===== config.mk =====
export PLATFORM = sky130hd
export DESIGN_NAME = l2_way_alloc
export DESIGN_NICKNAME = d
export VERILOG_FILES = /design/src/rtl/l2_way_alloc.sv
export SDC_FILE = /design/constraint.sdc
export NUM_CORES = 1
export LEC_CHECK = 0
export ABC_CLOCK_PERIOD_IN_PS = 3300
export CORE_ASPECT_RATIO = 1.75
export CORE_MARGIN = 3
export CORE_UTILIZATION = 58
export CTS_CLUSTER_DIAMETER = 200
export CTS_CLUSTER_SIZE = 25
export DETAILED_ROUTE_END_ITERATION = 12
export GPL_TIMING_DRIVEN = 0
export PLACE_DENSITY = 0.76
export SYNTH_ARGS = -nofsm -noshare
export SYNTH_HDL_FRONTEND = slang
export SYNTH_SLANG_ARGS = --single-unit

===== constraint.sdc =====
create_clock -name clk -period 3.3 [get_ports clk]
set_input_delay 0.99 -clock clk [delete_from_list [all_inputs] [get_ports clk]]
set_output_delay 0.99 -clock clk [all_outputs]
set_load 0.02 [all_outputs]

===== src/rtl/l2_way_alloc.sv =====
// l2_way_alloc: per-set tree pseudo-LRU and victim selection for a 4-way L2
module l2_way_alloc #(
  parameter int IDX_W = 3
) (
  input  logic             clk,
  input  logic             reset,
  input  logic [IDX_W-1:0] index,
  input  logic             valid0,
  input  logic             valid1,
  input  logic             valid2,
  input  logic             valid3,
  input  logic             hit0,
  input  logic             hit1,
  input  logic             hit2,
  input  logic             hit3,
  input  logic             access,
  input  logic             fill_req,
  input  logic             fill_done,
  output logic [1:0]       victim_way,
  output logic             victim_valid,
  output logic             busy
);
  localparam int SETS = 2 ** IDX_W;
  typedef enum logic {IDLE, WAIT} state_t;
  state_t state, state_nxt;
  logic [SETS-1:0][2:0] plru, plru_nxt;
  logic [IDX_W-1:0] alloc_idx;
  logic [3:0] valid, hit;
  logic [1:0] hit_way, pick;
  // bit order is {b2, b1, b0}; touching points the tree away from way w
  function automatic logic [2:0] touch(input logic [2:0] b, input logic [1:0] w);
    return w[1] ? {~w[0], b[1], 1'b0} : {b[2], ~w[0], 1'b1};
  endfunction
  function automatic logic [1:0] walk(input logic [2:0] b);
    return b[0] ? {1'b1, b[2]} : {1'b0, b[1]};
  endfunction
  assign valid = {valid3, valid2, valid1, valid0};
  assign hit = {hit3, hit2, hit1, hit0};
  assign busy = state == WAIT;
  assign victim_valid = busy;
  always_comb begin
    hit_way = hit[0] ? 2'd0 : hit[1] ? 2'd1 : hit[2] ? 2'd2 : 2'd3;
    pick = !valid[0] ? 2'd0 : !valid[1] ? 2'd1 : !valid[2] ? 2'd2 :
           !valid[3] ? 2'd3 : walk(plru[index]);
  end
  // the fill touch is applied after the hit touch so it wins on a shared set
  always_comb begin
    state_nxt = state;
    plru_nxt = plru;
    if (access && |hit) plru_nxt[index] = touch(plru_nxt[index], hit_way);
    if (state == WAIT && fill_done) begin
      plru_nxt[alloc_idx] = touch(plru_nxt[alloc_idx], victim_way);
      state_nxt = IDLE;
    end
    if (state == IDLE && fill_req) state_nxt = WAIT;
  end
  always_ff @(posedge clk) begin
    if (reset) begin
      state <= IDLE;
      plru <= '0;
      victim_way <= '0;
      alloc_idx <= '0;
    end else begin
      state <= state_nxt;
      plru <= plru_nxt;
      if (state == IDLE && fill_req) begin
        alloc_idx <= index;
        victim_way <= pick;
      end
    end
  end
endmodule


==> results of run 1 <==
metrics by stage:
stage / setup TNS (ns) / util / setup slack (ns) / hold WS [ns] / cell area, um2
after global routing: 0 / 0.747 / 0.0142 / 0.601 / 2790
final: 0 / 0.747 / 0.0598 / 0.577 / 2790
after global placement: -11.47 / 0.682 / -0.853 / 0.531 / 2550
after CTS: 0 / 0.739 / 0.0273 / 0.573 / 2760
after detailed placement: -11.28 / 0.682 / -0.854 / 0.558 / 2550
after floorplan: 0 / - / 0.190 / 0.501 / 2330
power by group through the flow:
stage,sequential [W],combinational [W],clock (W)
final,0.000390,0.000214,0.000374
after CTS,0.000389,0.000206,0.000373
after global routing,0.000391,0.000230,0.000385
after detailed placement,0.000397,0.000196,0
after global placement,0.000397,0.000194,0
after floorplan,0.000395,0.000133,0
flip-flops by register name, indices dropped and copies added, names as in the netlist:
register / flops
plru: 24
alloc_idx: 3
victim_way: 2
busy: 1
per-layer routing:
layer,global-route usage,wire length (um),vias up
li1,-,-,1140
met1,0.373,2680,1107
met5,0,0,-
met3,0.0894,571,59
met4,0.224,593,0
met2,0.529,3730,163
worst max-delay path by stage:
| stage | endpoint | cells past startpoint |
|---|---|---|
| 4_1_cts | plru[10] | 10 |
| 3_3_place_gp | plru[4] | 8 |
| 3_5_place_dp | plru[10] | 8 |
| 6_report | plru[20] | 9 |
| 2_1_floorplan | plru[10] | 8 |
| 5_1_grt | plru[10] | 9 |
what timing repair did:
action	4_1_cts	5_1_grt
endpoints found under the setup margin	16	10
buffers inserted	9	1
pin swaps	7	2
resized for setup	11	8
final cells by class:
| type | count | area [um2] | share of cell area |
|---|---|---|---|
| timing repair buffer | 26 | 244 | 0.0874 |
| clock inverter | 1 | 30.0 | 0.0108 |
| sequential | 30 | 601 | 0.215 |
| multi-input combinational | 232 | 1580 | 0.567 |
| inverter | 9 | 33.8 | 0.0121 |
| tap | 46 | 57.6 | 0.0206 |
| clock buffer | 7 | 76.3 | 0.0274 |
| buffer | 17 | 165 | 0.0592 |
worst max-delay path: cells and delay by family:
family | cells | cell delay, ns
AOI/OAI and AO/OA | 3 | 0.75
and+or+nand+nor | 3 | 0.95
buffers and inverters | 2 | 0.46
muxes | 1 | 0.27
synth_stat cells, types with 4 or more instances:
| cell | instances | area, um2 |
|---|---|---|
| o22ai_1 | 6 | 37.5 |
| nand4_1 | 4 | 25.0 |
| nand2b_1 | 9 | 56.3 |
| mux2_2 | 8 | 90.1 |
| o21ai_0 | 13 | 65.1 |
| nand2_1 | 31 | 116 |
| mux2i_1 | 16 | 160 |
| nand3_1 | 4 | 20.0 |
| nor2b_1 | 4 | 25.0 |
| o32ai_1 | 5 | 43.8 |
| a211oi_1 | 4 | 30.0 |
| clkbuf_8 | 7 | 96.3 |
| inv_1 | 8 | 30.0 |
| a21oi_1 | 22 | 110 |
| nor2_1 | 34 | 128 |
| o31ai_1 | 6 | 45.0 |
| dfxtp_1 | 30 | 601 |
| nor3_1 | 6 | 30.0 |
cells by family (layout without fill, tap and decap cells):
kind of cell	count (synthesis)	after routing	share of synthesized area
xor gates and xnor gates	2	2	0.00752
and+or+nand+nor	122	122	0.284
DFF	30	30	0.258
buffers and inverters	26	60	0.0853
AOI/OAI and AO/OA	84	84	0.258
muxes	24	24	0.107
==> flow_metrics.tcl, run 1 <==
set metrics [dict create \
    status "completed" \
    gp_congestion 0.945 \
    yosysWarningCount 0 \
    cts.hold.buffers_added 0 \
    p_int_w 0.000693 \
    fillers 287 \
    sw_frac_of_total 0.291 \
    cp_slowest_cell "or3_1" \
    synth_nets 304 \
    arrival_ns 3.43 \
    fin_nets 337 \
    critPathLaunch "index[1]" \
    root_buffer "clkbuf_8" \
    h-tree-depth 2 \
    routed_wl_mm 7.57 \
    fmax_mhz 309 \
    vias 2469 \
    ys_seq_area_frac 0.258 \
    die_w_um 53.9 \
    hold_path_depth 2 \
    place_hpwl_mm 5.40 \
    dieArea_um2 4850 \
    coreArea_um2 3740 \
    antenna_cells 0 \
    grt_usage 0.336 \
    seq_power_share 0.399 \
    regToRegSetupSlack_ns 0.80 \
    antenna_found_initial 0 \
    ys_ff_latch 30 \
    max_stage_delay_ns 0.41 \
    final_cells 368 \
    core.rowCount 29 \
    p_sw_w 0.000285 \
    routedWlPerCell_um 20.6 \
    hold_path.startpoint "plru[8]" \
    cts.sinks 30 \
    r2r_end "plru[10]" \
    synth_edf_count 0 \
    peakVddDrop_mv 0.315 \
    endpoint_kind "flop" \
    synth_cells 288 \
    netlist_area_um2 2330 \
    drtAntennaViolNets 0 \
    setup_viol 0 \
    cts.path.max_buffers 2 \
    clkPwrFrac 0.382 \
    rsz0062_at_grt "no" \
    cts_tree "built" \
    period_needed_ns 3.24 \
    p_comb_frac 0.219 \
    cap_violations 0 \
    min_period_over_period 0.982 \
    rr_worst_depth 9 \
    finalHoldViolCount 0 \
    worst_skew_pair.late_latency_ns 0.29 \
    crit_required_ns 3.49 \
    grt_pass1_vias 2395 \
    layout_common_cells "nor2_1 (34), nand2_1 (31), dfxtp_1 (30)" \
    start_util 0.624 \
    tightestPinTransition_ns 0.694 \
    io_pins 20 \
    r2r_start "alloc_idx[1]" \
    area_growth_pct 19.7 \
    vias_per_cell 6.71 \
    drtPass1Iterations 6 \
    drive_gt1_frac 0.199 \
    synthArstFlopShare 0 \
    hold_path_class "flop to flop" \
    die_y_um 89.9 \
    slew_viol_final 0 \
    cp_max_fo 10 \
    power.leakage_nw 1.06 \
    synth_top_flop_cell "dfxtp_1" \
    syn_avg_cell_area_um2 8.09 \
    criticalPathCategory "input pin to flop" \
    grt_start_max_net_pins 11 \
    drc 0 \
    worstPathCellList "clkdlybuf4s15_2 -> buf_6 -> mux2i_2 -> o2bb2ai_1 -> or3_1 -> a311o_1 -> or3_4 -> and2_4 -> a22o_2" \
    synth.distinct_cells 63 \
    overflow 0 \
    start_kind "input pin" \
    first_iter_violations 196 \
    path_clk_slew_ns 0.07 \
    dpl.cell_count 350 \
    power-per-cell-area_nw_per_um2 351 \
    power_w 0.000978 \
    io_buffers 16 \
    min_to "plru[8]" \
    relSlewSlack 0.532 \
    finClkSkew_ns 0.00993 \
    final_common_cell "nor2_1" \
    cts-buffers-inserted 5 \
    grt_pass1_wl_mm 11.9 \
]
No activity file was read; power rests on OpenSTA's default activity.
==> inputs of run 2 (changes only) <==
Settings changed: ABC_CLOCK_PERIOD_IN_PS 3300 to 3490.
Clock period 3.3 ns to 3.49 ns, I/O delays scaled along.
==> run 2 against run 1 <==
Wire length up 0.87%. Combinational power down 6%. Sequential share of layout area up 0.22 points. Die area unchanged. Largest power group unchanged. Highest routed layer unchanged.
==> flow_metrics.tcl, run 2 (synthesized netlist as in run 1, its figures left out) <==
set metrics [dict create \
    status "completed" \
    vias 2452 \
    drtPass1Iterations 5 \
    period_needed_ns 3.34 \
    die_w_um 53.9 \
    cts_tree "built" \
    die_y_um 89.9 \
    routed_wl_mm 7.63 \
    hold_path.startpoint "plru[8]" \
    grt_pass1_vias 2394 \
    relSlewSlack 0.534 \
    worst_skew_pair.late_latency_ns 0.29 \
    routedWlPerCell_um 20.8 \
    grt_pass1_wl_mm 11.9 \
    crit_required_ns 3.66 \
    vias_per_cell 6.68 \
    regMostFlops "plru" \
    cts-buffers-inserted 5 \
    path_clk_slew_ns 0.07 \
    fmax_mhz 300 \
    cts.sinks 30 \
    layout_common_cells "nor2_1 (34), nand2_1 (31), dfxtp_1 (30)" \
    layout.area.seq_um2 601 \
    io_pins 20 \
    cts.hold.buffers_added 0 \
    critPathLaunch "hit3" \
    tightestPinTransition_ns 0.691 \
    coreArea_um2 3740 \
    gp_congestion 0.945 \
    slew_viol_final 0 \
    overflow 0 \
    fin_nets 336 \
    hold_path_class "flop to flop" \
    criticalPathCategory "input pin to flop" \
    r2r_start "plru[4]" \
    drtAntennaViolNets 0 \
    grt_usage 0.336 \
    dieArea_um2 4850 \
    cap_violations 0 \
    holdWs_ns 0.578 \
    fin_ws_ns 0.154 \
    start_util 0.624 \
    start_kind "input pin" \
    fillers 292 \
    min_period_over_period 0.956 \
    h-tree-depth 2 \
    rr_worst_depth 8 \
    drc 0 \
    finalHoldViolCount 0 \
    power-per-cell-area_nw_per_um2 335 \
    rsz0062_at_grt "no" \
    regToRegSetupSlack_ns 0.95 \
    first_iter_violations 178 \
    pre_cts_slack_ns -0.721 \
    power_w 0.000924 \
    final_common_cell "nor2_1" \
    r2r_end "plru[10]" \
    power.leakage_nw 1.05 \
    peakVddDrop_mv 0.300 \
    endpoint_kind "flop" \
    io_buffers 16 \
    cts.path.max_buffers 2 \
    finClkSkew_ns 0.00984 \
    grt_start_max_net_pins 11 \
    cp_max_fo 7 \
    place_hpwl_mm 5.40 \
    arrival_ns 3.51 \
    largest_register_ffs 24 \
    antenna_found_initial 0 \
    drive_gt1_frac 0.184 \
    core.rowCount 29 \
    postLayoutCoreUtil 0.739 \
    root_buffer "clkbuf_8" \
    largestRegisters "plru x24, alloc_idx x3, victim_way x2" \
    multi_input_area_um2 1560 \
    cp-endpoint "plru[10]" \
    area_growth_pct 18.5 \
    antenna_cells 0 \
    setup_viol 0 \
]
run 2: power breakdown:
group	switching, W	internal (W)	leakage [nW]
Sequential	0.0000131	0.000356	0.244
Clock	0.000141	0.000214	0.0524
Combinational	0.000116	0.0000847	0.754
run 2: worst max-delay path, stage by stage:
cell	delay (ns)
clkdlybuf4s50_1	0.48
o41ai_4	0.33
buf_4	0.23
or4_1	0.14
clkbuf_1	0.27
mux2_2	0.40
a221oi_4	0.35
buf_12	0.16
o32ai_1	0.09
run 2: timing repair:
item / 4_1_cts / 5_1_grt
gates resized for setup: 7 / 4
buffers inserted: 9 / 0
endpoints found under the setup margin: 13 / 11
pin swaps: 6 / 0
run 2: metal layers:
metal / track usage / vias up / part of all wire
li1: - / 1136 / -
met1: 0.375 / 1121 / 0.36
met2: 0.528 / 142 / 0.48
met3: 0.0911 / 53 / 0.075
met4: 0.224 / 0 / 0.077
met5: 0 / - / 0
run 2: metrics by stage:
stage | setup TNS (ns) | instances | cell area (um2)
floorplan | 0 | 288 | 2330
global placement | -9.21 | 350 | 2550
detailed placement | -9.02 | 350 | 2550
CTS | 0 | 367 | 2760
global route | 0 | 367 | 2760
finish | 0 | 367 | 2760
run 2: worst min path at each step:
stage	endpoint	cells after the start
detailed placement	victim_way[0]	2
global route	victim_way[0]	2
floorplan	plru[19]	2
CTS	victim_way[0]	2
finish	plru[8]	2
global placement	plru[8]	2
run 2: layout make-up:
type	count	area share
buffer	17	0.0598
clock buffer	7	0.0276
clock inverter	1	0.0109
inverter	9	0.0122
multi-input combinational	232	0.565
sequential	30	0.217
tap	46	0.0208
timing repair buffer	25	0.0861
